<file path="src/rtl/alu_pkg.sv">
// Shared opcodes, FSM states and flag bundle for the sequential ALU.
package alu_pkg;

  localparam logic [3:0] OP_ADD  = 4'd0;
  localparam logic [3:0] OP_ADC  = 4'd1;
  localparam logic [3:0] OP_SUB  = 4'd2;
  localparam logic [3:0] OP_SBC  = 4'd3;
  localparam logic [3:0] OP_AND  = 4'd4;
  localparam logic [3:0] OP_OR   = 4'd5;
  localparam logic [3:0] OP_XOR  = 4'd6;
  localparam logic [3:0] OP_NOT  = 4'd7;
  localparam logic [3:0] OP_SHL1 = 4'd8;
  localparam logic [3:0] OP_SHR1 = 4'd9;
  localparam logic [3:0] OP_SHL  = 4'd10;
  localparam logic [3:0] OP_SHR  = 4'd11;
  localparam logic [3:0] OP_NAND = 4'd12;
  localparam logic [3:0] OP_NOR  = 4'd13;
  localparam logic [3:0] OP_XNOR = 4'd14;
  localparam logic [3:0] OP_MUL  = 4'd15;

  typedef enum logic [1:0] {
    StIdle,
    StBusy,
    StDone
  } state_e;

  typedef struct packed {
    logic carry;
    logic overflow;
    logic zero;
    logic negative;
  } flags_t;

endpackage

</file>
<file path="src/rtl/alu_mul_seq.sv">
// Shift-add unsigned multiplier: one partial product per cycle, WIDTH cycles after start.
module alu_mul_seq #(
  parameter int unsigned WIDTH = 8
) (
  input  logic               clk_i,
  input  logic               rst_i,
  input  logic               start_i,
  input  logic [WIDTH-1:0]   a_i,
  input  logic [WIDTH-1:0]   b_i,
  output logic               done_o,
  output logic [2*WIDTH-1:0] product_o
);

  localparam int unsigned CntW = $clog2(WIDTH);
  localparam logic [CntW-1:0] LastCnt = CntW'(WIDTH - 1);

  logic [2*WIDTH-1:0] mcand_q, mcand_d;
  logic [2*WIDTH-1:0] acc_q, acc_d;
  logic [WIDTH-1:0]   mplier_q, mplier_d;
  logic [CntW-1:0]    cnt_q, cnt_d;
  logic               run_q, run_d;

  always_comb begin
    mcand_d  = mcand_q;
    acc_d    = acc_q;
    mplier_d = mplier_q;
    cnt_d    = cnt_q;
    run_d    = run_q;
    done_o   = 1'b0;
    if (start_i) begin
      mcand_d  = {{WIDTH{1'b0}}, a_i};
      mplier_d = b_i;
      acc_d    = '0;
      cnt_d    = '0;
      run_d    = 1'b1;
    end else if (run_q) begin
      if (mplier_q[0]) begin
        acc_d = acc_q + mcand_q;
      end
      mcand_d  = mcand_q << 1;
      mplier_d = mplier_q >> 1;
      cnt_d    = cnt_q + 1'b1;
      if (cnt_q == LastCnt) begin
        done_o = 1'b1;
        run_d  = 1'b0;
      end
    end
  end

  // Final product is presented in the same cycle as the last partial product.
  assign product_o = acc_d;

  always_ff @(posedge clk_i) begin
    if (rst_i) begin
      mcand_q  <= '0;
      acc_q    <= '0;
      mplier_q <= '0;
      cnt_q    <= '0;
      run_q    <= 1'b0;
    end else begin
      mcand_q  <= mcand_d;
      acc_q    <= acc_d;
      mplier_q <= mplier_d;
      cnt_q    <= cnt_d;
      run_q    <= run_d;
    end
  end

endmodule

</file>
<file path="src/rtl/seq_alu.sv">
// Registered ALU with valid/ready handshake, carry chaining and optional sequential multiply.
module seq_alu
  import alu_pkg::*;
#(
  parameter int unsigned WIDTH  = 8,
  parameter bit          MUL_EN = 1'b1
) (
  input  logic             clk,
  input  logic             rst,
  input  logic             in_valid,
  output logic             in_ready,
  input  logic [WIDTH-1:0] A,
  input  logic [WIDTH-1:0] B,
  input  logic             Cin,
  input  logic [3:0]       Mode,
  output logic             out_valid,
  input  logic             out_ready,
  output logic [WIDTH-1:0] result,
  output logic             carry_flag,
  output logic             overflow_flag,
  output logic             zero_flag,
  output logic             negative_flag
);

  localparam logic [WIDTH-1:0] WVal = WIDTH'(WIDTH);

  state_e           state_q, state_d;
  logic [WIDTH-1:0] result_q, result_d;
  flags_t           flags_q, flags_d;
  logic             c_q, c_d;

  logic               accept, pop, is_mul, mul_start, mul_done;
  logic [2*WIDTH-1:0] mul_prod;
  logic [WIDTH-1:0]   alu_res;
  flags_t             alu_flags;
  logic [WIDTH:0]     sum, diff;
  logic               cin_sel;

  assign out_valid = (state_q == StDone);
  assign in_ready  = (state_q != StBusy) && (!out_valid || out_ready);
  assign accept    = in_valid && in_ready;
  assign pop       = out_valid && out_ready;
  assign is_mul    = MUL_EN && (Mode == OP_MUL);
  assign mul_start = accept && is_mul;

  if (MUL_EN) begin : g_mul
    alu_mul_seq #(
      .WIDTH(WIDTH)
    ) u_mul (
      .clk_i    (clk),
      .rst_i    (rst),
      .start_i  (mul_start),
      .a_i      (A),
      .b_i      (B),
      .done_o   (mul_done),
      .product_o(mul_prod)
    );
  end else begin : g_no_mul
    assign mul_done = 1'b0;
    assign mul_prod = '0;
  end

  // ADC/SBC chain through the carry register instead of the Cin port.
  assign cin_sel = ((Mode == OP_ADC) || (Mode == OP_SBC)) ? c_q : Cin;
  assign sum     = {1'b0, A} + {1'b0, B} + {{WIDTH{1'b0}}, cin_sel};
  assign diff    = {1'b0, A} - {1'b0, B} - {{WIDTH{1'b0}}, cin_sel};

  always_comb begin
    alu_res            = '0;
    alu_flags          = '0;
    case (Mode)
      OP_ADD, OP_ADC: begin
        alu_res            = sum[WIDTH-1:0];
        alu_flags.carry    = sum[WIDTH];
        alu_flags.overflow = (A[WIDTH-1] == B[WIDTH-1]) && (alu_res[WIDTH-1] != A[WIDTH-1]);
      end
      OP_SUB, OP_SBC: begin
        alu_res            = diff[WIDTH-1:0];
        alu_flags.carry    = diff[WIDTH];
        alu_flags.overflow = (A[WIDTH-1] != B[WIDTH-1]) && (alu_res[WIDTH-1] != A[WIDTH-1]);
      end
      OP_AND:  alu_res = A & B;
      OP_OR:   alu_res = A | B;
      OP_XOR:  alu_res = A ^ B;
      OP_NOT:  alu_res = ~A;
      OP_SHL1: begin
        alu_res         = A << 1;
        alu_flags.carry = A[WIDTH-1];
      end
      OP_SHR1: begin
        alu_res         = A >> 1;
        alu_flags.carry = A[0];
      end
      OP_SHL:  alu_res = (B >= WVal) ? '0 : (A << B);
      OP_SHR:  alu_res = (B >= WVal) ? '0 : (A >> B);
      OP_NAND: alu_res = ~(A & B);
      OP_NOR:  alu_res = ~(A | B);
      OP_XNOR: alu_res = ~(A ^ B);
      default: alu_res = '0;
    endcase
    alu_flags.zero     = (alu_res == '0);
    alu_flags.negative = alu_res[WIDTH-1];
  end

  always_comb begin
    state_d  = state_q;
    result_d = result_q;
    flags_d  = flags_q;
    c_d      = c_q;
    case (state_q)
      StIdle, StDone: begin
        if (accept) begin
          if (is_mul) begin
            state_d = StBusy;
          end else begin
            state_d  = StDone;
            result_d = alu_res;
            flags_d  = alu_flags;
            c_d      = alu_flags.carry;
          end
        end else if (pop) begin
          state_d = StIdle;
        end
      end
      StBusy: begin
        if (mul_done) begin
          state_d          = StDone;
          result_d         = mul_prod[WIDTH-1:0];
          flags_d.carry    = (mul_prod[2*WIDTH-1:WIDTH] != '0);
          flags_d.overflow = flags_d.carry;
          flags_d.zero     = (mul_prod[WIDTH-1:0] == '0);
          flags_d.negative = mul_prod[WIDTH-1];
          c_d              = flags_d.carry;
        end
      end
      default: state_d = StIdle;
    endcase
  end

  always_ff @(posedge clk) begin
    if (rst) begin
      state_q  <= StIdle;
      result_q <= '0;
      flags_q  <= '0;
      c_q      <= 1'b0;
    end else begin
      state_q  <= state_d;
      result_q <= result_d;
      flags_q  <= flags_d;
      c_q      <= c_d;
    end
  end

  assign result        = result_q;
  assign carry_flag    = flags_q.carry;
  assign overflow_flag = flags_q.overflow;
  assign zero_flag     = flags_q.zero;
  assign negative_flag = flags_q.negative;

endmodule

</file>
<file path="config.mk">
export PLATFORM = sky130hd
export DESIGN_NAME = seq_alu
export DESIGN_NICKNAME = d
export VERILOG_FILES = /design/src/rtl/alu_pkg.sv /design/src/rtl/alu_mul_seq.sv /design/src/rtl/seq_alu.sv
export SDC_FILE = /design/constraint.sdc
export NUM_CORES = 1
export LEC_CHECK = 0
export BUFFER_PORTS_ARGS = -buffer_cell sky130_fd_sc_hd__buf_2
export CAP_MARGIN = 25
export CORE_ASPECT_RATIO = 0.8
export CORE_MARGIN = 1.5
export CORE_UTILIZATION = 45
export CTS_BUF_LIST = sky130_fd_sc_hd__clkbuf_16
export DETAILED_ROUTE_END_ITERATION = 8
export GPL_ROUTABILITY_DRIVEN = 0
export HOLD_SLACK_MARGIN = 0.03
export PLACE_DENSITY = 0.6
export SYNTH_ARGS = -nofsm -noshare
export SYNTH_HDL_FRONTEND = slang
export SYNTH_SLANG_ARGS = --single-unit
export TNS_END_PERCENT = 20
</file>
<file path="constraint.sdc">
create_clock -name clk -period 4.95 [get_ports clk]
set_input_delay 0.2475 -clock clk [delete_from_list [all_inputs] [get_ports clk]]
set_output_delay 0.2475 -clock clk [all_outputs]
set_load 0.03 [all_outputs]
</file>
Word-level counts from Yosys, hierarchy flattened
Index checks and enable logic that the tools add are counted.

cells by class
  bitwise logic cells = 7
  shifts and indexed selects = 2
  $add $sub $neg = 6
  reduce and logical (&&, ||, !) cells = 22
  mux-type cells = 36
  magnitude comparators = 1
  eq/ne operators = 27

operators with widths
  cell                                                  number
  case mux 8 bit (13 select lines)                      1
  two-way mux 8 bit                                     9
  two-way mux 16 bit                                    3
  == test 4 bit (second input constant)                 8
  NOT 8 bit                                             4
  adder 16 bit                                          1
  == test 4 x 3 -> 1 bit (second input constant)        4
  zero test 8 bit                                       2
  case mux 8 bit (2 select lines)                       1
  two-way mux 4 bit                                     3
  two-way mux 1 bit                                     10
  adder 8 x 8 -> 9 bit                                  1
  adder 9 x 1 -> 9 bit                                  1
  subtractor 8 x 8 -> 9 bit                             1
  subtractor 9 x 1 -> 9 bit                             1
  bitwise AND 8 bit                                     1
  == test 4 x 2 -> 1 bit (second input constant)        2
  >= comparator 8 x 4 -> 1 bit (second input constant)  1
  two-way mux 2 bit                                     4
  OR 8 bit                                              1
  case mux 4 bit (2 select lines)                       1
  nonzero test 8 bit                                    1
  OR reduction 2 bit                                    4
  left shift 8 x 8 -> 8 bit                             1
  other kinds (23)                                      35

storage, ports and cells
  output and inout bits = 14
  word-level logic and storage cells = 114
  bits of input ports = 25
  flip-flop bits (word level) = 59

Depth between registers and ports, before layout
Gate-level depths: netlist (run 1).

  word-level depth = 10
  mapped depth = 17
  gate-level depth less buffers = 15

Cells and area by module
A second synthesis (run 1) with hierarchy kept.

second synthesis, totals
  cells, all modules = 759
  area total of the unflattened synthesis = 5987.0 sq um

modules (own cells, without submodules)
  module       times used  area an instance (sq um)  cells each  sequential area each (sq um)
  seq_alu      1           3218.1                    418         260.2
  alu_mul_seq  1           2768.9                    341         880.8

Worst setup path after synthesis (run 1)
OpenSTA, ideal clock, no wires.

  path type = input -> register
  from = input port Mode[0]
  to = register flags_q (netlist bit zero_flag)
  library setup time = 0.088 ns
  required time = 4.862 ns
  buffers on the path = 3
  stages on the path = 15
  data arrival time = 3.728 ns
  path slack = 1.134 ns
  cell sequence = buf_2 > buf_1 > buf_2 > nand2_1 > mux2i_1 > fa_1 > fa_1 > o21a_1 > or3_1 > nand3_1 > o211ai_1 > or4_4 > nor4b_2 > nand4b_1 > a311oi_2

on the way
  longest elaborated chain between the ends = 9
  elaborated cells between the ends (all ways) = 35
  those cells by class = add/sub (2); eq/ne (17); mux (8); reduce/logical (8)

RTL lines
  element                                                            line                          source
  start, declared                                                    seq_alu.sv:15                 input logic [3:0] Mode,
  == test 4 x 1 -> 1 bit or == test 4 x 2 -> 1 bit (tied branches)   seq_alu.sv:64, seq_alu.sv:71
  logical OR 1 bit                                                   seq_alu.sv:64                 assign cin_sel = ((Mode == OP_ADC) || (Mode == OP_SBC)) ? c_q : Cin;
  two-way mux 1 bit                                                  seq_alu.sv:64
  subtractor 9 x 1 -> 9 bit or adder 9 x 1 -> 9 bit (tied branches)  seq_alu.sv:66, seq_alu.sv:65
  case mux 8 bit (13 select lines)                                   seq_alu.sv:71                 case (Mode)
  zero test 8 bit                                                    seq_alu.sv:101                alu_flags.zero = (alu_res == '0);
  two-way mux 4 bit                                                  seq_alu.sv:113                if (is_mul) begin
  two-way mux 4 bit                                                  seq_alu.sv:112                if (accept) begin
  case mux 4 bit (2 select lines)                                    seq_alu.sv:110                case (state_q)
  end signal, assigned                                               seq_alu.sv:149                flags_q <= flags_d;
  end, declared                                                      seq_alu.sv:29                 flags_t flags_q, flags_d;

Parallel ways exist; a longest one is shown, timed or not. The select of a mux whose other input is x is not followed.
A chain may end at the register's enable or synchronous reset.

Worst setup path in the final report (run 1)
  from = input port Mode[3]
  to = register result_q[7], in the netlist result[7]

on the way
  longest elaborated chain between the ends = 8
  elaborated cells between the ends (all ways) = 33
  those cells by class = add/sub (2); eq/ne (17); mux (8); reduce/logical (6)

RTL lines
  element                                                            line                          source
  == test 4 x 1 -> 1 bit or == test 4 x 2 -> 1 bit (tied branches)   seq_alu.sv:64, seq_alu.sv:71
  logical OR 1 bit                                                   seq_alu.sv:64
  two-way mux 1 bit                                                  seq_alu.sv:64
  subtractor 9 x 1 -> 9 bit or adder 9 x 1 -> 9 bit (tied branches)  seq_alu.sv:66, seq_alu.sv:65
  case mux 8 bit (13 select lines)                                   seq_alu.sv:71
  two-way mux 8 bit                                                  seq_alu.sv:113
  two-way mux 8 bit                                                  seq_alu.sv:112
  case mux 8 bit (2 select lines)                                    seq_alu.sv:110
  end signal, assigned                                               seq_alu.sv:148                result_q <= result_d;
  end, declared                                                      seq_alu.sv:28                 logic [WIDTH-1:0] result_q, result_d;

Parallel ways exist; a longest one is shown, timed or not. The select of a mux whose other input is x is not followed.

==> results.tsv, run 1 <==
metric	value	unit
Initial Util	46.1	%
worst setup path startpoint	Mode[3]	
Root Buffer	clkbuf_16	
TritonCTS Buffers	9	
asr flop ratio synth	0	%
post-DP HPWL	12400	um
Worst-Margin Slew	0.898	ns
Clock Tree Buf Depth	2	
cell taking the most area after synthesis	dfxtp_1	
DRC viols	0	
number of global-route vias before repair	4772	
filler cell count in the final layout	1192	
largest net degree at the start of global routing	47	
core box area	12200	um2
Max FO, Critical Path	33	
Final Slew Violations	0	
# setup viols final	0	
sequential area share after synthesis	20.4	%
synthesized area	5600	um2
syn nets	786	
minimum clock period	3.82	ns
clk_lat worst skew	0.33	ns
hold_sp	B[7]	
clock-pin slew on the worst setup and hold paths	0.05	ns
CP max stage delay	0.54	ns
required time of the critical path	5.18	ns
Finished Cell Area	6110	um2
area of the multi-input gates	4080	um2
CTS Sinks	57	
hold path cells	3	
post-cts resize count	0	
Synth area leaders	dfxtp_1 (20%), ha_1 (10%), mux2i_1 (7.7%)	
number of diodes	0	
Routed Antenna Nets	0	
initial antenna violation count	0	
Seq cells post-synth	57	
GR Overflow Total	0	
Avg Cell Area, Syn	7.90	um2
Mapped Cells	709	
Post-synth EDFFs	0	
crit-path cells	buf_2 > nor2_1 > nand2_1 > mux2i_1 > inv_1 > fa_1 > inv_1 > ha_1 > o21ai_0 > a311oi_1 > a21o_1 > a21oi_1 > xnor2_1 > a221oi_2 > mux2_1 > a211oi_1	
synth-to-layout area growth	9.13	%
Max Fclk	262	MHz
pre-CTS setup slack	0.901	ns
DR iter-0 viols	495	
routed vias/inst	6.28	
drt first pass iters	5	
reg-to-reg endpoint	zero_flag$_SDFFE_PP0P_	
R2R Setup Slk	1.49	ns
critical path arrival	4.05	ns
Most Frequent Cell on Critical Path	inv_1	
Crit Reg-Reg Startpoint	carry_flag$_SDFFE_PP0P_	
Leak Pwr	2.43	nW
post-synth cell types	74	
top-count cell post-synth	nor2_1	
Final Hold Vio Count	0	
FP Rows	36	
synth warn	0	
ys flop type	dfxtp_1	
endpoint class of the critical path	flip-flop	
Setup Skew	0.00643	ns
CTS tree	built	
DIE AREA	13100	um2
H-Tree Depth	3	
hold buffer count at CTS	0	
CP max-delay cell	fa_1	
Commonest cells post-synth	nor2_1 (72), nand2_1 (63), dfxtp_1 (57), ha_1 (47)	
RSZ-0062 raised after global routing	false	
register area	1140	um2
maximum vdd drop	0.208	mV
final setup margin	1.13	ns
path type of the worst setup path	primary input to flip-flop	
setup_tns	0	ns
Worst R2R Path Depth	11	
I/O pin total	39	
placed inst area	5780	um2
Final nets	789	
max-cap violations	0	
class of the worst hold path	primary input to flip-flop	
GRT Util Overall	25.7	%
Routed WL	16700	um
critical path startpoint category	primary input	
Hold EP	g_mul.u_mul.mplier_q[7]$_SDFFE_PP0P_	
DIE WIDTH	128	um
routed len/inst	19.3	um
status	complete, no violations	
I/O Buffers	38	
Slew HR	40.0	%
Post-CTS Setup Inserts	0	
PD cells	254	nW/um2
Final Cycle Share	77.1	%
Yosys top cell area share	20.4	%
chip height	103	um
DR vias	5460	
fraction of layout cells with a size suffix above 1	10.6	%
first-pass GRT wire length	26200	um
-- worst max-delay path, delay by kind of cell --
| kind | cells | cell delay, ns |
|---|---|---|
| AO/OA/AOI/OAI | 6 | 1.35 |
| XOR/XNOR | 1 | 0.22 |
| adder cells (fa/ha/maj) | 2 | 0.71 |
| buffers and inverters | 3 | 0.61 |
| multiplexers | 2 | 0.59 |
| AND/OR/NAND/NOR | 2 | 0.33 |
-- registers in the layout (all words and copies together), names as in the netlist, 2 cells and up --
register              flops
g_mul.u_mul.cnt_q         3
state_q                   2
g_mul.u_mul.acc_q        16
g_mul.u_mul.mplier_q      8
g_mul.u_mul.mcand_q      16
result                    8
-- how the worst max path moves through the flow --
stage                                        end  cells after the start
final                     result[7]$_SDFFE_PP0P_                     16
after global routing      result[7]$_SDFFE_PP0P_                     16
after CTS                 result[7]$_SDFFE_PP0P_                     16
after detailed placement  result[7]$_SDFFE_PP0P_                     16
after global placement    zero_flag$_SDFFE_PP0P_                     14
after floorplan           zero_flag$_SDFFE_PP0P_                     15
-- layout make-up --
class	instances	area share, %
Inverter	35	2.15
Tap cell	152	3.11
Sequential cell	57	18.7
Timing Repair Buffer	44	3.85
Clock inverter	7	1.80
Clock buffer	9	3.68
Multi-Input combinational cell	565	66.7
-- power breakdown --
group	switching, mW	internal (mW)
clock	0.226	0.487
combinational	0.224	0.137
sequential	0.0105	0.471
total	0.461	1.09
-- per-layer routing --
layer	global-route usage [%]	vias up	share of wire (%)
li1	-	2608	-
met1	39.4	2591	48
met2	36.1	232	42
met3	5.55	29	8.7
met4	6.40	0	1.7
met5	0	-	0
-- layout by cell type, fill, tap and decap left out, drive strengths merged, types with 5 or more instances in the layout --
cell | netlist | final
ha | 47 | 47
inv | 35 | 36
nand2 | 63 | 63
a21oi | 44 | 44
a21o | 5 | 5
xnor2 | 21 | 21
and4 | 5 | 5
nand4 | 9 | 9
o21a | 5 | 5
a31oi | 8 | 8
o211ai | 12 | 12
o21ai | 42 | 42
clkbuf | 24 | 9
a221oi | 5 | 5
and3 | 7 | 7
mux2i | 43 | 43
nand3b | 5 | 5
o22ai | 5 | 5
mux4 | 7 | 7
buf | 28 | 44
xor2 | 10 | 10
fa | 5 | 5
dfxtp | 57 | 57
nor2b | 7 | 7
nor2 | 72 | 72
nand3 | 15 | 15
nand2b | 10 | 10
nor3b | 5 | 5
a211oi | 29 | 29
nor3 | 14 | 14
-- kinds of logic after synthesis --
kind of cell	share of synthesized area [%]
AO/OA/AOI/OAI	23.4
XOR/XNOR	4.85
adder cells (fa/ha/maj)	12.3
buffers and inverters	6.79
flip-flops	20.4
multiplexers	11.4
AND/OR/NAND/NOR	21.0
-- metrics by stage --
step	power, mW	hold WS (ns)	utilization, %	cells
after floorplan	0.757	0.384	-	709
after global placement	0.840	0.438	47.5	853
after detailed placement	0.844	0.441	47.5	853
after CTS	1.56	0.216	50.3	869
after global routing	1.62	0.228	50.3	869
final	1.56	0.218	50.3	869
No activity file was read; power rests on OpenSTA's default activity.
==> inputs of run 2 (changes only) <==
- ABC_AREA: not set -> 1
- PLACE_DENSITY: 0.6 -> 0.63
- clock period: 4.95 -> 3.45 ns (I/O delays scaled with it)
==> results.tsv, run 2 <==
metric	value	unit
ys flop type	dfxtp_1	
top-count cell post-synth	nand2_1	
DRC viols	0	
final setup margin	0.391	ns
synth warn	0	
path type of the worst setup path	flip-flop to flip-flop	
worst setup path end	zero_flag$_SDFFE_PP0P_	
Final Cycle Share	88.7	%
Initial Util	46.3	%
crit-path cells	inv_1 > o21ai_0 > inv_1 > fa_1 > fa_1 > or2_2 > nand2_1 > nand3_1 > nand3_1 > nand4_1 > nor2_1 > nand2_1 > nor2_1 > nand4_1 > a21oi_1	
CTS Sinks	57	
CP max stage delay	0.44	ns
maximum vdd drop	0.221	mV
CP top delay family	simple AND/OR/NAND/NOR gates	
post-synth cell types	46	
Final Slew Violations	0	
status	complete, no violations	
area of the multi-input gates	3970	um2
Worst-Margin Slew	0.715	ns
sequential area share after synthesis	20.1	%
chip height	103	um
Avg Cell Area, Syn	5.91	um2
reg-to-reg endpoint	zero_flag$_SDFFE_PP0P_	
critical path arrival	3.32	ns
critical path startpoint category	flip-flop	
commonest non-fill, non-tap cells in the layout	nand2_1 (278), nor2_1 (119), nand3_1 (109)	
GR Overflow Total	0	
number of global-route vias before repair	5701	
Levels on crit path	15	
Post-CTS Setup Inserts	0	
dpl cells	1145	
I/O pin total	39	
Max FO, Critical Path	3	
register area	1140	um2
core box area	12300	um2
DR iter-0 viols	540	
routed len/inst	16.2	um
synthesized area	5680	um2
filler cell count in the final layout	1347	
GRT Util Overall	29.7	%
Slew HR	52.2	%
Synth area leaders	dfxtp_1 (20%), nand2_1 (18%), ha_1 (10%)	
post-route insts no fill	1161	
asr flop ratio synth	0	%
worst setup path startpoint	carry_flag$_SDFFE_PP0P_	
DIE WIDTH	129	um
I/O Buffers	38	
Routed WL	18800	um
cell taking the most area after synthesis	dfxtp_1	
drt first pass iters	6	
max-cap violations	0	
routed vias/inst	5.47	
pre-CTS setup slack	0.315	ns
DR vias	6354	
Seq cells post-synth	57	
most common cell after layout, fill and taps aside	nand2_1	
RSZ-0062 raised after global routing	false	
syn nets	1037	
number of diodes	0	
Finished Cell Area	6230	um2
Final nets	1062	
Worst R2R Path Depth	15	
post-cts resize count	0	
Buffers & Inverters on Critical Path	2	
Clock Tree Buf Depth	2	
PD cells	319	nW/um2
R2R Setup Slk	0.39	ns
endpoint class of the critical path	flip-flop	
required time of the critical path	3.72	ns
setup_tns	0	ns
Commonest cells post-synth	nand2_1 (278), nor2_1 (119), nand3_1 (109), inv_1 (102), a21oi_1 (62)	
first-pass GRT wire length	30300	um
Mapped Cells	960	
clk_lat worst skew	0.33	ns
largest registers	g_mul.u_mul.acc_q x16, g_mul.u_mul.mcand_q x16	
Yosys top cell area share	20.1	%
CTS tree	built	
Max Fclk	327	MHz
fraction of layout cells with a size suffix above 1	9.19	%
largest net degree at the start of global routing	34	
post-DP HPWL	14900	um
Setup Skew	0.00505	ns
placed inst area	5970	um2
initial antenna violation count	0	
Final Hold Vio Count	0	
FP Rows	36	
TritonCTS Buffers	9	
DIE AREA	13300	um2
H-Tree Depth	3	
Crit Reg-Reg Startpoint	carry_flag$_SDFFE_PP0P_	
synth-to-layout area growth	9.81	%
Leak Pwr	2.94	nW
Post-synth EDFFs	0	
minimum clock period	3.06	ns
CP max-delay cell	fa_1	
hold buffer count at CTS	0	
class of the worst hold path	primary input to flip-flop	
Routed Antenna Nets	0	
# setup viols final	0	
clock-pin slew on the worst setup and hold paths	0.05	ns
Root Buffer	clkbuf_16	
==> run 2: cell types whose count changed in the layout (fill, tap and decap cells not counted), sizes merged, moves of 15 or more <==
cell	change
inv	+76
mux2i	-42
xnor2	-15
nor2	+57
nand3	+96
a21oi	+20
a211oi	-28
nand2	+221
==> run 2: worst min-delay path, stage by stage <==
cell	delay [ns]
buf_2	0.07
inv_1	0.03
nand2_1	0.07
a21oi_1	0.06
==> run 2: how the worst min path moves through the flow <==
| stage | start | end | slack, ns | cells after the start |
|---|---|---|---|---|
| after floorplan | A[0] | g_mul.u_mul.mcand_q[0]$_SDFFE_PP0P_ | 0.32 | 2 |
| after global placement | g_mul.u_mul.mplier_q[7]$_SDFFE_PP0P_ | g_mul.u_mul.mplier_q[7]$_SDFFE_PP0P_ | 0.46 | 2 |
| after detailed placement | g_mul.u_mul.mplier_q[7]$_SDFFE_PP0P_ | g_mul.u_mul.mplier_q[7]$_SDFFE_PP0P_ | 0.46 | 2 |
| after CTS | out_ready | state_q[1]$_SDFFE_PP0P_ | 0.12 | 4 |
| after global routing | out_ready | state_q[1]$_SDFFE_PP0P_ | 0.14 | 4 |
| final | out_ready | state_q[1]$_SDFFE_PP0P_ | 0.12 | 4 |
==> run 2: cell type report <==
| cell class | instances | area share (%) |
|---|---|---|
| timing repair buffer | 43 | 3.65 |
| clock inverter | 7 | 0.622 |
| sequential | 57 | 18.3 |
| inverter | 112 | 6.78 |
| multi-input combinational | 762 | 63.6 |
| tap | 171 | 3.43 |
| clock buffer | 9 | 3.61 |
==> run 2: power by group <==
group	switching [mW]	total (mW)	leakage [nW]	internal, mW
clock	0.314	0.790	0.134	0.476
sequential	0.0113	0.689	0.462	0.677
combinational	0.358	0.509	2.34	0.151
==> run 2: logic make-up after synthesis <==
kind of cell	after synthesis	synth area share [%]
AND/OR/NAND/NOR	555	41.7
AO/OA/AOI/OAI	145	14.4
buffers and inverters	141	10.1
flip-flops	57	20.1
adder cells (fa/ha/maj)	52	12.1
XOR/XNOR	9	1.39
multiplexers	1	0.176
==> run 2: metrics by stage <==
step                power, mW  hold WS (ns)  util (%)
CTS                      1.98         0.116      50.9
floorplan                1.04         0.321         -
global route             2.09         0.139      50.9
global placement         1.20         0.461      48.7
finish                   1.99         0.118      50.9
detailed placement       1.19         0.463      48.7
==> run 2: per-layer routing <==
metal	GRT usage, %	share of wire [%]
met4	7.95	1.7
met2	38.9	37
met3	8.90	11
met1	45.9	50
met5	0	0
